`src/rtl/tipi_link_master_if.sv`:
```
// -----------------------------------------------------------------------------
// tipi_link_master_if
//
// Command/response bundle between a requester (soft core, self-test harness)
// and tipi_link_master.
//
//   cmd_valid  requester -> master  command offered
//   cmd_ready  master -> requester  command accepted when valid && ready
//   cmd_op     requester -> master  [0:1] 00 wr RD, 01 wr RC, 10 rd TD, 11 rd TC
//   cmd_data   requester -> master  [0:7] write byte, bit 0 = MSB (sent first)
//   rsp_valid  master -> requester  one-cycle completion pulse
//   rsp_data   master -> requester  [0:7] read byte, 00 for writes and aborts
//   rsp_err    master -> requester  transfer aborted by link reset
//
// Modports: master = requester side, slave = the link master block itself.
// -----------------------------------------------------------------------------
interface tipi_link_master_if;
  logic       cmd_valid;
  logic       cmd_ready;
  logic [0:1] cmd_op;
  logic [0:7] cmd_data;
  logic       rsp_valid;
  logic [0:7] rsp_data;
  logic       rsp_err;

  modport master (
    output cmd_valid, cmd_op, cmd_data,
    input  cmd_ready, rsp_valid, rsp_data, rsp_err
  );

  modport slave (
    input  cmd_valid, cmd_op, cmd_data,
    output cmd_ready, rsp_valid, rsp_data, rsp_err
  );
endinterface

```
`src/rtl/tipi_link_master.sv`:
```
// -----------------------------------------------------------------------------
// tipi_link_master
//
// Plays the Raspberry Pi side of the TIPI four-wire byte link. Each accepted
// command becomes nine slots (one LOW phase then one HIGH phase of r_clk each,
// HALF_PERIOD clk cycles per phase). Writes shift the byte MSB first in slots
// 0..7 and latch in slot 8. Reads latch in slot 0, shift in slots 1..8 and
// need one trailing LOW phase so the last returned bit can be sampled.
//
// Parameters
//   HALF_PERIOD  clk cycles per r_clk phase, legal 6..255 (below 6 the
//                peripheral's synchroniser cannot keep up).
//
// Ports
//   clk, reset   system clock, synchronous active-high reset
//   link_reset   peripheral held in reset: aborts and blocks transfers
//   cmd          command/response bundle (slave side)
//   busy         transfer in progress (LOW/HIGH phases)
//   r_clk, r_le, r_rt, r_dc, r_dout   registered link drive signals
//   r_din        link return data
// -----------------------------------------------------------------------------
module tipi_link_master #(
  parameter int HALF_PERIOD = 8
) (
  input  logic                 clk,
  input  logic                 reset,
  input  logic                 link_reset,
  tipi_link_master_if.slave    cmd,
  output logic                 busy,
  output logic                 r_clk,
  output logic                 r_le,
  output logic                 r_rt,
  output logic                 r_dc,
  output logic                 r_dout,
  input  logic                 r_din
);

  typedef enum logic [1:0] {
    S_IDLE = 2'd0,
    S_LOW  = 2'd1,
    S_HIGH = 2'd2,
    S_DONE = 2'd3
  } state_t;

  localparam logic [7:0] PHASE_LAST = 8'(HALF_PERIOD - 1);
  localparam logic [3:0] SLOT_LAST  = 4'd8;
  // Reads reuse the slot counter value 9 to mark the trailing LOW phase.
  localparam logic [3:0] SLOT_TAIL  = 4'd9;
  // First LOW phase whose end carries a read bit (follows slot 1's HIGH).
  localparam logic [3:0] SLOT_FIRST_SAMPLE = 4'd2;

  state_t     state_reg, state_next;
  logic [3:0] slot_reg, slot_next;
  logic [7:0] phase_reg;
  logic [0:1] op_reg;
  logic [0:7] data_reg;
  logic [0:7] shift_reg;
  logic       err_reg;

  logic       r_clk_next, r_le_next, r_rt_next, r_dc_next, r_dout_next;
  logic       ready_int;
  logic       accept;
  logic       in_xfer;
  logic       phase_end;
  logic       is_read;
  logic       abort;
  logic       sample;
  logic       enter_low;
  logic [0:1] op_eff;
  logic [0:7] data_eff;

  assign ready_int = (state_reg == S_IDLE) && !link_reset && !reset;
  assign accept    = cmd.cmd_valid && ready_int;
  assign in_xfer   = (state_reg == S_LOW) || (state_reg == S_HIGH);
  assign phase_end = (phase_reg == PHASE_LAST);
  assign is_read   = op_reg[0];
  assign abort     = in_xfer && link_reset;
  // r_din is taken on the last cycle of each LOW phase that follows a read
  // shift slot's HIGH phase, i.e. 2*HALF_PERIOD-1 cycles after r_clk rose.
  assign sample    = (state_reg == S_LOW) && phase_end && is_read &&
                     (slot_reg >= SLOT_FIRST_SAMPLE) && !link_reset;
  assign enter_low = (state_next == S_LOW) && (state_reg != S_LOW);

  // On the acceptance edge the captured registers are not loaded yet, so the
  // slot 0 drive values come straight from the command inputs.
  assign op_eff   = (state_reg == S_IDLE) ? cmd.cmd_op   : op_reg;
  assign data_eff = (state_reg == S_IDLE) ? cmd.cmd_data : data_reg;

  // ---------------------------------------------------------------------------
  // State register
  // ---------------------------------------------------------------------------
  always_ff @(posedge clk) begin
    if (reset) begin
      state_reg <= S_IDLE;
      slot_reg  <= 4'd0;
    end else begin
      state_reg <= state_next;
      slot_reg  <= slot_next;
    end
  end

  // ---------------------------------------------------------------------------
  // Next-state logic
  // ---------------------------------------------------------------------------
  always_comb begin
    state_next = state_reg;
    slot_next  = slot_reg;
    case (state_reg)
      S_IDLE: begin
        if (accept) begin
          state_next = S_LOW;
          slot_next  = 4'd0;
        end
      end
      S_LOW: begin
        if (link_reset) begin
          state_next = S_DONE;
        end else if (phase_end) begin
          state_next = (slot_reg == SLOT_TAIL) ? S_DONE : S_HIGH;
        end
      end
      S_HIGH: begin
        if (link_reset) begin
          state_next = S_DONE;
        end else if (phase_end) begin
          if (!is_read && (slot_reg == SLOT_LAST)) begin
            state_next = S_DONE;
          end else begin
            // For reads, slot 8 HIGH moves on to the trailing LOW (slot 9).
            state_next = S_LOW;
            slot_next  = slot_reg + 4'd1;
          end
        end
      end
      S_DONE: begin
        state_next = S_IDLE;
      end
      default: begin
        state_next = S_IDLE;
      end
    endcase
  end

  // ---------------------------------------------------------------------------
  // Output logic: handshake outputs and next values of the link drive
  // registers. Drive values are only recomputed when a LOW phase is entered
  // and are held through the following HIGH phase; IDLE and DONE drive 0.
  // ---------------------------------------------------------------------------
  always_comb begin
    cmd.cmd_ready = ready_int;
    cmd.rsp_valid = (state_reg == S_DONE);
    cmd.rsp_err   = (state_reg == S_DONE) && err_reg;
    cmd.rsp_data  = (state_reg == S_DONE) ? shift_reg : 8'h00;
    busy          = in_xfer;

    r_clk_next  = 1'b0;
    r_le_next   = 1'b0;
    r_rt_next   = 1'b0;
    r_dc_next   = 1'b0;
    r_dout_next = 1'b0;

    if (enter_low) begin
      if (op_eff[0]) begin
        // Read: latch slot 0, shift slots 1..8 and the trailing LOW.
        r_rt_next = 1'b1;
        if (slot_next == 4'd0) begin
          r_le_next = 1'b1;
          r_dc_next = !op_eff[1];
        end
      end else if (slot_next == SLOT_LAST) begin
        // Write latch slot.
        r_le_next = 1'b1;
        r_dc_next = !op_eff[1];
      end else begin
        r_dout_next = data_eff[slot_next[2:0]];
      end
    end else if ((state_next == S_LOW) || (state_next == S_HIGH)) begin
      r_clk_next  = (state_next == S_HIGH);
      r_le_next   = r_le;
      r_rt_next   = r_rt;
      r_dc_next   = r_dc;
      r_dout_next = r_dout;
    end
  end

  // ---------------------------------------------------------------------------
  // Datapath: phase counter, command capture, read shifter, drive registers
  // ---------------------------------------------------------------------------
  always_ff @(posedge clk) begin
    if (reset) begin
      phase_reg <= 8'd0;
      op_reg    <= 2'b00;
      data_reg  <= 8'h00;
      shift_reg <= 8'h00;
      err_reg   <= 1'b0;
      r_clk     <= 1'b0;
      r_le      <= 1'b0;
      r_rt      <= 1'b0;
      r_dc      <= 1'b0;
      r_dout    <= 1'b0;
    end else begin
      // Restart the phase count on every state change.
      if (in_xfer && (state_next == state_reg)) begin
        phase_reg <= phase_reg + 8'd1;
      end else begin
        phase_reg <= 8'd0;
      end

      if (accept) begin
        op_reg    <= cmd.cmd_op;
        data_reg  <= cmd.cmd_data;
        shift_reg <= 8'h00;
        err_reg   <= 1'b0;
      end else if (abort) begin
        err_reg   <= 1'b1;
        shift_reg <= 8'h00;
      end else if (sample) begin
        // First sample ends up in bit 0 (MSB) after eight shifts.
        shift_reg <= {shift_reg[1:7], r_din};
      end

      r_clk  <= r_clk_next;
      r_le   <= r_le_next;
      r_rt   <= r_rt_next;
      r_dc   <= r_dc_next;
      r_dout <= r_dout_next;
    end
  end

endmodule

```
`src/flat_wrapper.sv`:
```
// flat-port wrapper written by rule: the top's interface ports become plain ports
module tipi_link_master_flat 
#(
  parameter int HALF_PERIOD = 8
)
  (clk, reset, link_reset, busy, r_clk, r_le, r_rt, r_dc, r_dout, r_din, cmd_cmd_valid, cmd_cmd_op, cmd_cmd_data, cmd_cmd_ready, cmd_rsp_valid, cmd_rsp_data, cmd_rsp_err);
  tipi_link_master_if cmd_i ();
  input  logic clk;
  input  logic reset;
  input  logic link_reset;
  output logic busy;
  output logic r_clk;
  output logic r_le;
  output logic r_rt;
  output logic r_dc;
  output logic r_dout;
  input  logic r_din;
  input wire logic [$bits(cmd_i.cmd_valid)-1:0] cmd_cmd_valid;
  input wire logic [$bits(cmd_i.cmd_op)-1:0] cmd_cmd_op;
  input wire logic [$bits(cmd_i.cmd_data)-1:0] cmd_cmd_data;
  output wire logic [$bits(cmd_i.cmd_ready)-1:0] cmd_cmd_ready;
  output wire logic [$bits(cmd_i.rsp_valid)-1:0] cmd_rsp_valid;
  output wire logic [$bits(cmd_i.rsp_data)-1:0] cmd_rsp_data;
  output wire logic [$bits(cmd_i.rsp_err)-1:0] cmd_rsp_err;
  assign cmd_i.cmd_valid = cmd_cmd_valid;
  assign cmd_i.cmd_op = cmd_cmd_op;
  assign cmd_i.cmd_data = cmd_cmd_data;
  assign cmd_cmd_ready = cmd_i.cmd_ready;
  assign cmd_rsp_valid = cmd_i.rsp_valid;
  assign cmd_rsp_data = cmd_i.rsp_data;
  assign cmd_rsp_err = cmd_i.rsp_err;
  tipi_link_master #(.HALF_PERIOD(HALF_PERIOD)) u_core (.clk(clk), .reset(reset), .link_reset(link_reset), .cmd(cmd_i), .busy(busy), .r_clk(r_clk), .r_le(r_le), .r_rt(r_rt), .r_dc(r_dc), .r_dout(r_dout), .r_din(r_din));
endmodule
```
`config.mk`:
```
export PLATFORM = sky130hd
export DESIGN_NAME = tipi_link_master_flat
export DESIGN_NICKNAME = d
export VERILOG_FILES = /design/src/rtl/tipi_link_master_if.sv /design/src/rtl/tipi_link_master.sv /design/src/flat_wrapper.sv
export SDC_FILE = /design/constraint.sdc
export NUM_CORES = 1
export LEC_CHECK = 0
export CORE_MARGIN = 5
export CORE_UTILIZATION = 40
export DETAILED_ROUTE_END_ITERATION = 16
export GPL_TIMING_DRIVEN = 0
export PLACE_DENSITY = 0.61
export SYNTH_ARGS = -nofsm -noshare
export SYNTH_HDL_FRONTEND = slang
export SYNTH_SLANG_ARGS = --single-unit
```
`constraint.sdc`:
```
create_clock -name clk -period 4.6 [get_ports clk]
set_input_delay 0.92 -clock clk [delete_from_list [all_inputs] [get_ports clk]]
set_output_delay 0.92 -clock clk [all_outputs]
set_load 0.01 [all_outputs]
```
* After elaboration in Yosys (flattened, before gate mapping)
Cells that the tools add are included.
Operators by class: add/subtract/negate cells 2, $lt $le $gt $ge 2, equal/unequal tests 12, muxes and demuxes 33, bitwise operators 3, reduce and logical (&&, ||, !) cells 24
Operator list (count):
- 1-bit 2-to-1 mux | 17
- 4-bit 2-to-1 mux | 4
- 8-bit 2-to-1 mux | 2
- 2-bit 2-to-1 mux | 7
- 4-bit equality test (second input constant) | 3
- 1-bit logical AND | 12
- 8-bit by 1-bit adder with 8-bit output (second input constant) | 1
- 8-bit by 3-bit equality test with 1-bit output (second input constant) | 1
- 2-bit case mux with 4 select lines | 1
- 4-bit case mux with 2 select lines | 1
- 2-bit equality test (second input constant) | 3
- 3-bit OR reduction | 2
- 4-bit by 1-bit adder with 4-bit output (second input constant) | 1
- 2-bit by 1-bit equality test with 1-bit output (second input constant) | 2
- 4-bit by 2-bit >= comparator with 1-bit output (second input constant) | 1
- 4-bit >= comparator (second input constant) | 1
- 1-bit logical NOT | 4
- 4-bit logical NOT | 1
- 2-bit by 1-bit inequality test with 1-bit output (second input constant) | 2
- 3-bit NOT with 4-bit output | 1
- 2-bit OR reduction | 2
- 1-bit binary-select mux with 3-bit select | 1
- 2-bit equality test | 1
- 2-bit logical NOT | 1
- 2 further kinds | 4
Word-level totals: bits in registers 38, input port bits 15, output and inout bits 17, logic and storage cells 88

* Logic depth before layout (Yosys ltp)
Gate-level depths: netlist (run 1).
depth after elaboration 13, depth in mapped cells 14, gate-level depth less buffers 14

* Worst setup path after synthesis (run 1)
OpenSTA, ideal clock, no wires.
path kind in2reg, start point input port link_reset, end point register u_core.r_dout, library setup time 60 ps, data arrival time 2873 ps, required time 4540 ps, setup slack 1668 ps, stages 11, buffers on the path 1, cells stage by stage clkbuf_8 nor4_2 nand2_1 o21ai_0 a21oi_1 a31oi_1 ha_1 a211oi_1 and2_1 a41oi_1 nand2_1
On the way: longest elaborated chain between the ends 13, elaborated cells between the ends (all ways) 24, those cells by class 4 x eq/ne; 13 x mux; 1 x bitwise; 6 x reduce/logical
RTL lines:
- start, declared | line flat_wrapper.sv:10 | input logic link_reset;
- 1-bit logical NOT | line tipi_link_master.sv:72 | assign ready_int = (state_reg == S_IDLE) && !link_reset && !reset;
- 1-bit logical AND (2 in a row) | line tipi_link_master.sv:72
- 1-bit logical AND | line tipi_link_master.sv:73 | assign accept = cmd.cmd_valid && ready_int;
- 4-bit 2-to-1 mux | line tipi_link_master.sv:110 | if (accept) begin
- 4-bit case mux with 2 select lines | line tipi_link_master.sv:108 | case (state_reg)
- 3-bit NOT with 4-bit output (not written as such) | line tipi_link_master.sv:175 | r_dout_next = data_eff[slot_next[2:0]];
- 1-bit binary-select mux with 3-bit select | line tipi_link_master.sv:175
- 1-bit 2-to-1 mux (not written as such) (2 in a row) | line tipi_link_master.sv:175
- 1-bit 2-to-1 mux | line tipi_link_master.sv:170 | end else if (slot_next == SLOT_LAST) begin
- 1-bit 2-to-1 mux | line tipi_link_master.sv:163 | if (op_eff[0]) begin
- 1-bit 2-to-1 mux | line tipi_link_master.sv:162 | if (enter_low) begin
- end signal, assigned | line tipi_link_master.sv:226 | r_dout <= r_dout_next;
- end, declared | line tipi_link_master.sv:34 | output logic r_dout,
Parallel ways exist; a longest one is shown, timed or not. The select of a mux whose other input is x is not followed. A chain may end at the register's enable or synchronous reset.

* Worst setup path in the final report (run 1)
start point input port reset, end point output port cmd_cmd_ready
On the way: longest elaborated chain between the ends 2
RTL lines:
- start, declared | line flat_wrapper.sv:9 | input logic reset;
- 1-bit logical NOT | line tipi_link_master.sv:72
- 1-bit logical AND | line tipi_link_master.sv:72
- end, declared | line flat_wrapper.sv:21 | output wire logic [$bits(cmd_i.cmd_ready)-1:0] cmd_cmd_ready;
No other way between the ends.

==> flow_metrics.tcl, run 1 <==
set metrics [dict create \
    gp_congestion 0.803 \
    worst_slew_pin_slew_ns 0.561 \
    track_usage_pct 15.2 \
    root_buffer "clkbuf_8" \
    holdPathEnd "u_core.r_le" \
    yosys.cell_count.top_type "dfxtp_1" \
    fmaxAchievable_mhz 282 \
    dieArea_um2 7090 \
    fin_tns_setup_ns 0 \
    min_from "u_core.r_le" \
    ios 32 \
    insertion_delay_ns 0.29 \
    start_util_pct 40.5 \
    fp-row-count 27 \
    drive_above_1_share_pct 9.28 \
    clock_sinks 38 \
    antenna_found_initial 0 \
    seqCellArea_um2 761 \
    cts_max_path_buffers 2 \
    arrival_ns 2.63 \
    die_width_um 84.2 \
    grt_first_pass_wirelength_mm 9.09 \
    worstHoldPathType "reg -> reg" \
    post_cts_buffers 0 \
    async_reset_ff_share_pct 0 \
    vias 1890 \
    rr_startpoint "u_core.phase_reg[0]" \
    worst-setup-path-type "in -> out" \
    syn_area_per_cell_um2 8.67 \
    synth_largest_area_cell "dfxtp_1" \
    hold_buffers 0 \
    grt_max_degree 12 \
    cts.clk_slew.worst_paths_ns 0.07 \
    coreArea_um2 5440 \
    die_h_um 84.2 \
    io_buffer_count 30 \
    yosysSeqAreaShare_pct 34.5 \
    dr.pass1.iters 4 \
    diodes 0 \
    cts_htree_levels 2 \
    cap_violations 0 \
    antenna_left 0 \
    via_per_inst 5.21 \
    fillerInstances 528 \
    relSlewSlack_pct 62.6 \
    finalSetupViolCount 0 \
    r2r_slack_ns 1.64 \
    syn_nets 281 \
    finalCritPeriodShare_pct 77.1 \
    synthCells 254 \
    synth.area.top_cells "dfxtp_1, ha_1, mux2i_1" \
    cts_resized 0 \
    synth_ff_type "dfxtp_1" \
    cts_inserted_buffers 5 \
    drc 0 \
    drtIter0Drc 68 \
    final_util_pct 49.1 \
    finalClockSkew_ns 0.00784 \
    ys_top_cells_by_count "dfxtp_1, nand2_1, nor2_1, a21oi_1" \
    multi_input_area_um2 1310 \
    grt_setup_unrepaired "no" \
    critPathRequiredTime_ns 3.68 \
    startpoint_type "input pin" \
    cp-end-kind "primary output" \
    fin_crit_ns 3.55 \
    outcome "complete, no violations" \
    yosysWarnings 0 \
    drt_wl_total_mm 5.03 \
    finalHoldViolCount 0 \
    cp_max_fo 10 \
    dp_hpwl_mm 3.72 \
    area_growth_pct 21.4 \
    slew_viol_final 0 \
    r2r_cells 11 \
    fin_nets 318 \
    ys_seq_elements 38 \
    synth_top_area_share_pct 34.5 \
    vdd_drop_max_uv 149 \
    syn_area_um2 2200 \
    wl_per_cell_um 13.9 \
    grt_pass1_vias 1914 \
    cellLeakagePower_nw 1.03 \
    whs_path_depth 2 \
    grt_overflow 0 \
    synth_cell_types 52 \
    powerDensity_nw_per_um2 309 \
    cts_tree "built" \
    r2r-end "u_core.r_dout" \
    synth_edf_count 0 \
]
-- final cells by class --
cell class / count / share of cell area, %
plain buffers: 10 / 2.95
clock buffers: 6 / 2.72
clock inverters: 1 / 0.281
inverters: 13 / 1.83
multi-input cells: 193 / 49.2
flip-flops and latches: 38 / 28.5
well taps: 72 / 3.37
repair buffers: 30 / 11.2
-- critical path, cell delays in order --
cell,delay [ns]
clkdlybuf4s50_1,0.64
clkbuf_1,0.47
nor3_1,0.09
clkdlybuf4s50_1,0.51
-- layer usage --
metal	part of all wire [%]	wire, um	global-route usage [%]
met3	3.9	194	4.12
met5	0	0	0
met4	0.87	44	3.95
met1	52	2610	21.2
met2	43	2180	23.4
-- report_power, final --
part / leakage, nW / total [mW] / switching (mW) / internal [mW]
Combinational: 0.689 / 0.240 / 0.134 / 0.106
Clock: 0.0373 / 0.223 / 0.119 / 0.104
Sequential: 0.307 / 0.362 / 0.0149 / 0.347
Total: 1.03 / 0.825 / 0.269 / 0.557
-- worst max path at each step --
stage | start | endpoint | slack [ns] | depth (start not counted)
4_1_cts | reset | cmd_cmd_ready | 1.07 | 4
3_3_place_gp | reset | u_core.r_dout | 0.98 | 10
3_5_place_dp | reset | u_core.r_dout | 1.05 | 10
6_report | reset | cmd_cmd_ready | 1.05 | 4
5_1_grt | reset | cmd_cmd_ready | 0.98 | 4
2_1_floorplan | link_reset | u_core.r_dout | 1.67 | 11
-- cells in the final DEF (no fill, tap or decap), types with 3 or more instances in the layout --
cell | synthesis | layout
xnor2_1 | 3 | 3
a31oi_1 | 5 | 5
nand4_1 | 3 | 3
nor4_1 | 3 | 3
dfxtp_1 | 38 | 38
a21oi_1 | 16 | 16
nor3_1 | 4 | 4
and2_1 | 12 | 12
xor2_1 | 4 | 4
and3_1 | 4 | 4
clkdlybuf4s50_1 | 0 | 30
a211oi_1 | 3 | 3
mux2i_1 | 13 | 13
nand3_1 | 9 | 9
ha_1 | 12 | 12
clkbuf_8 | 3 | 8
o21ai_0 | 4 | 4
inv_1 | 13 | 13
nor2_1 | 27 | 27
clkbuf_1 | 4 | 5
nand2_1 | 33 | 33
-- cell families (layout without fill, tap and decap cells) --
logic type	Yosys count	in the layout	share of synthesized area [%]
muxes	15	15	7.10
adders and majority gates	12	12	6.82
buffers and inverters	23	60	5.80
and+or+nand+nor	110	110	27.0
AOI/OAI and AO/OA	49	49	15.9
DFF	38	38	34.5
xor gates and xnor gates	7	7	2.78
-- per-stage QoR --
stage / hold WS (ns) / area (um^2) / total power, mW / setup WS [ns] / std cells
after floorplan: 0.426 / 2200 / 0.531 / 1.67 / 254
after global placement: 0.434 / 2590 / 0.608 / 0.985 / 356
after detailed placement: 0.438 / 2590 / 0.610 / 1.05 / 356
after CTS: 0.449 / 2670 / 0.834 / 1.07 / 363
after global routing: 0.469 / 2670 / 0.885 / 0.982 / 363
final: 0.450 / 2670 / 0.825 / 1.05 / 363
(Power assumes the default switching activity.)
==> run 2: changes to the inputs <==
- clock period: 4.6 -> 3.4 ns (I/O delays scaled with it)
==> results of run 2 <==
Same layout as run 1 (identical final DEF). Status: complete, no violations.
Main changes from that run: setup slack after placement 1.05 ns -> 0.0864 ns; setup slack after layout 1.05 ns -> 0.333 ns; register-to-register setup slack 1.64 ns -> 0.44 ns; total power 0.825 mW -> 1.12 mW; worst IR drop on VDD 149 uV -> 202 uV
==> run 3: changes to the inputs <==
- CELL_PAD_IN_SITES_DETAIL_PLACEMENT: unset -> 0
- CELL_PAD_IN_SITES_GLOBAL_PLACEMENT: unset -> 1
- CORE_MARGIN: 5 -> unset
- PLACE_DENSITY: 0.61 -> unset
- PLACE_DENSITY_LB_ADDON: unset -> 0.08
==> flow_metrics.tcl, run 3 (synthesized netlist as in run 1, its figures left out) <==
set metrics [dict create \
    outcome "complete, no violations" \
    fp-row-count 26 \
    path_cells "clkbuf_8 -> nor4_2 -> nand2_1 -> o21ai_0 -> a21oi_1 -> a31oi_1 -> ha_1 -> a211oi_1 -> and2_1 -> a41oi_1 -> nand2_1" \
    final_common_cell "dfxtp_1" \
    cts_resized 0 \
    io_buffer_count 30 \
    vdd_drop_max_uv 287 \
    insertion_delay_ns 0.29 \
    min_from "u_core.r_le" \
    cp-end-kind "flop" \
    dp_hpwl_mm 3.73 \
    startpoint_type "input pin" \
    die_width_um 76.2 \
    ios 32 \
    fmaxAchievable_mhz 325 \
    slowest_delay_ns 0.53 \
    dp.cells 354 \
    r2r-end "u_core.r_dout" \
    drc 0 \
    cp_slowest_cell "a211oi_1" \
    coreArea_um2 5200 \
    worst-setup-path-type "in -> reg" \
    finalClockSkew_ns 0.00836 \
    drtIter0Drc 66 \
    multi_input_area_um2 1310 \
    worst_slew_pin_slew_ns 0.591 \
    slew_viol_final 0 \
    fin_nets 318 \
    powerDensity_nw_per_um2 428 \
    arrival_ns 3.31 \
    holdPathEnd "u_core.r_le" \
    start_util_pct 42.3 \
    grt_overflow 0 \
    whs_path_depth 2 \
    worstHoldPathType "reg -> reg" \
    drt_wl_total_mm 5.14 \
    grt_first_pass_wirelength_mm 8.57 \
    cts_tree "built" \
    power_mw 1.15 \
    fillerInstances 526 \
    post_cts_buffers 0 \
    stdcell_count 362 \
    die_h_um 76.2 \
    grt_pass1_vias 1771 \
    final_cell_mix "dfxtp_1, nand2_1, clkdlybuf4s50_1" \
    r2r_slack_ns 0.35 \
    placed_cell_area_um2 2590 \
    critPathRequiredTime_ns 3.64 \
    antenna_left 0 \
    wl_per_cell_um 14.2 \
    cts_htree_levels 2 \
    r2r_cells 10 \
    diodes 0 \
    cap_violations 0 \
    dr.pass1.iters 4 \
    cp_common_cell "nand2_1" \
    hold_buffers 0 \
    track_usage_pct 18.5 \
    vias 1870 \
    final_area_um2 2690 \
    rr_startpoint "u_core.phase_reg[5]" \
    grt_max_degree 13 \
    area_growth_pct 21.9 \
    cp_max_fo 10 \
    finalCritPeriodShare_pct 90.4 \
    cts_inserted_buffers 5 \
    dieArea_um2 5810 \
    antenna_found_initial 0 \
    final_util_pct 51.6 \
    cts.clk_slew.worst_paths_ns 0.08 \
    cellLeakagePower_nw 1.04 \
    gp_congestion 0.778 \
    drive_above_1_share_pct 9.93 \
    relSlewSlack_pct 60.3 \
    crit_family "compound AO/OA/AOI/OAI gates" \
    finalHoldViolCount 0 \
    fin_crit_ns 3.08 \
    cts_max_path_buffers 2 \
    crit_buf_inv 1 \
    clock_sinks 38 \
    via_per_inst 5.17 \
    root_buffer "clkbuf_8" \
    seqCellArea_um2 761 \
    fin_tns_setup_ns 0 \
    grt_setup_unrepaired "no" \
    finalSetupViolCount 0 \
]
==> run 3: cell types whose count changed in the layout (fill, tap and decap cells not counted) <==
cell / before / now
clkbuf_1: 5 / 4
clkinv_2: 0 / 1
clkbuf_8: 8 / 9
==> run 3: through the flow <==
stage / hold WS (ns) / setup slack (ns)
floorplan: 0.426 / 0.708
global placement: 0.435 / 0.0592
finish: 0.453 / 0.325
detailed placement: 0.436 / 0.116
CTS: 0.451 / 0.347
global route: 0.485 / 0.154
==> run 3: worst max path at each step <==
stage               depth (start not counted)                start             to
floorplan                                  11           link_reset  u_core.r_dout
global placement                           10                reset  u_core.r_dout
detailed placement                         10                reset  u_core.r_dout
CTS                                         4                reset  cmd_cmd_ready
global route                               11  u_core.phase_reg[0]  u_core.r_dout
finish                                     11           link_reset  u_core.r_dout
==> run 3: layer usage <==
metal	wire, um	global-route usage, %
met1	2830	27.0
met2	2110	27.7
met3	163	3.95
met4	35	4.04
met5	0	0
==> run 3: report_power, final <==
group          switching [mW]  leakage (nW)  internal, mW
Clock                   0.169        0.0472         0.163
Combinational           0.185         0.689         0.143
Sequential             0.0204         0.307         0.469
Total                   0.374          1.04         0.776
==> run 3: cell type report <==
cell class,instances,area share [%]
repair buffers,30,11.2
flip-flops and latches,38,28.3
plain buffers,10,2.94
clock inverters,2,0.466
well taps,70,3.26
inverters,13,1.82
multi-input cells,193,48.9
clock buffers,6,3.08
==> run 3: tightest hold or removal path, delay by kind of cell, from the launching register on <==
kind	cells	cell delay (ns)
flip-flops	1	0.32
AND/OR/NAND/NOR	2	0.10
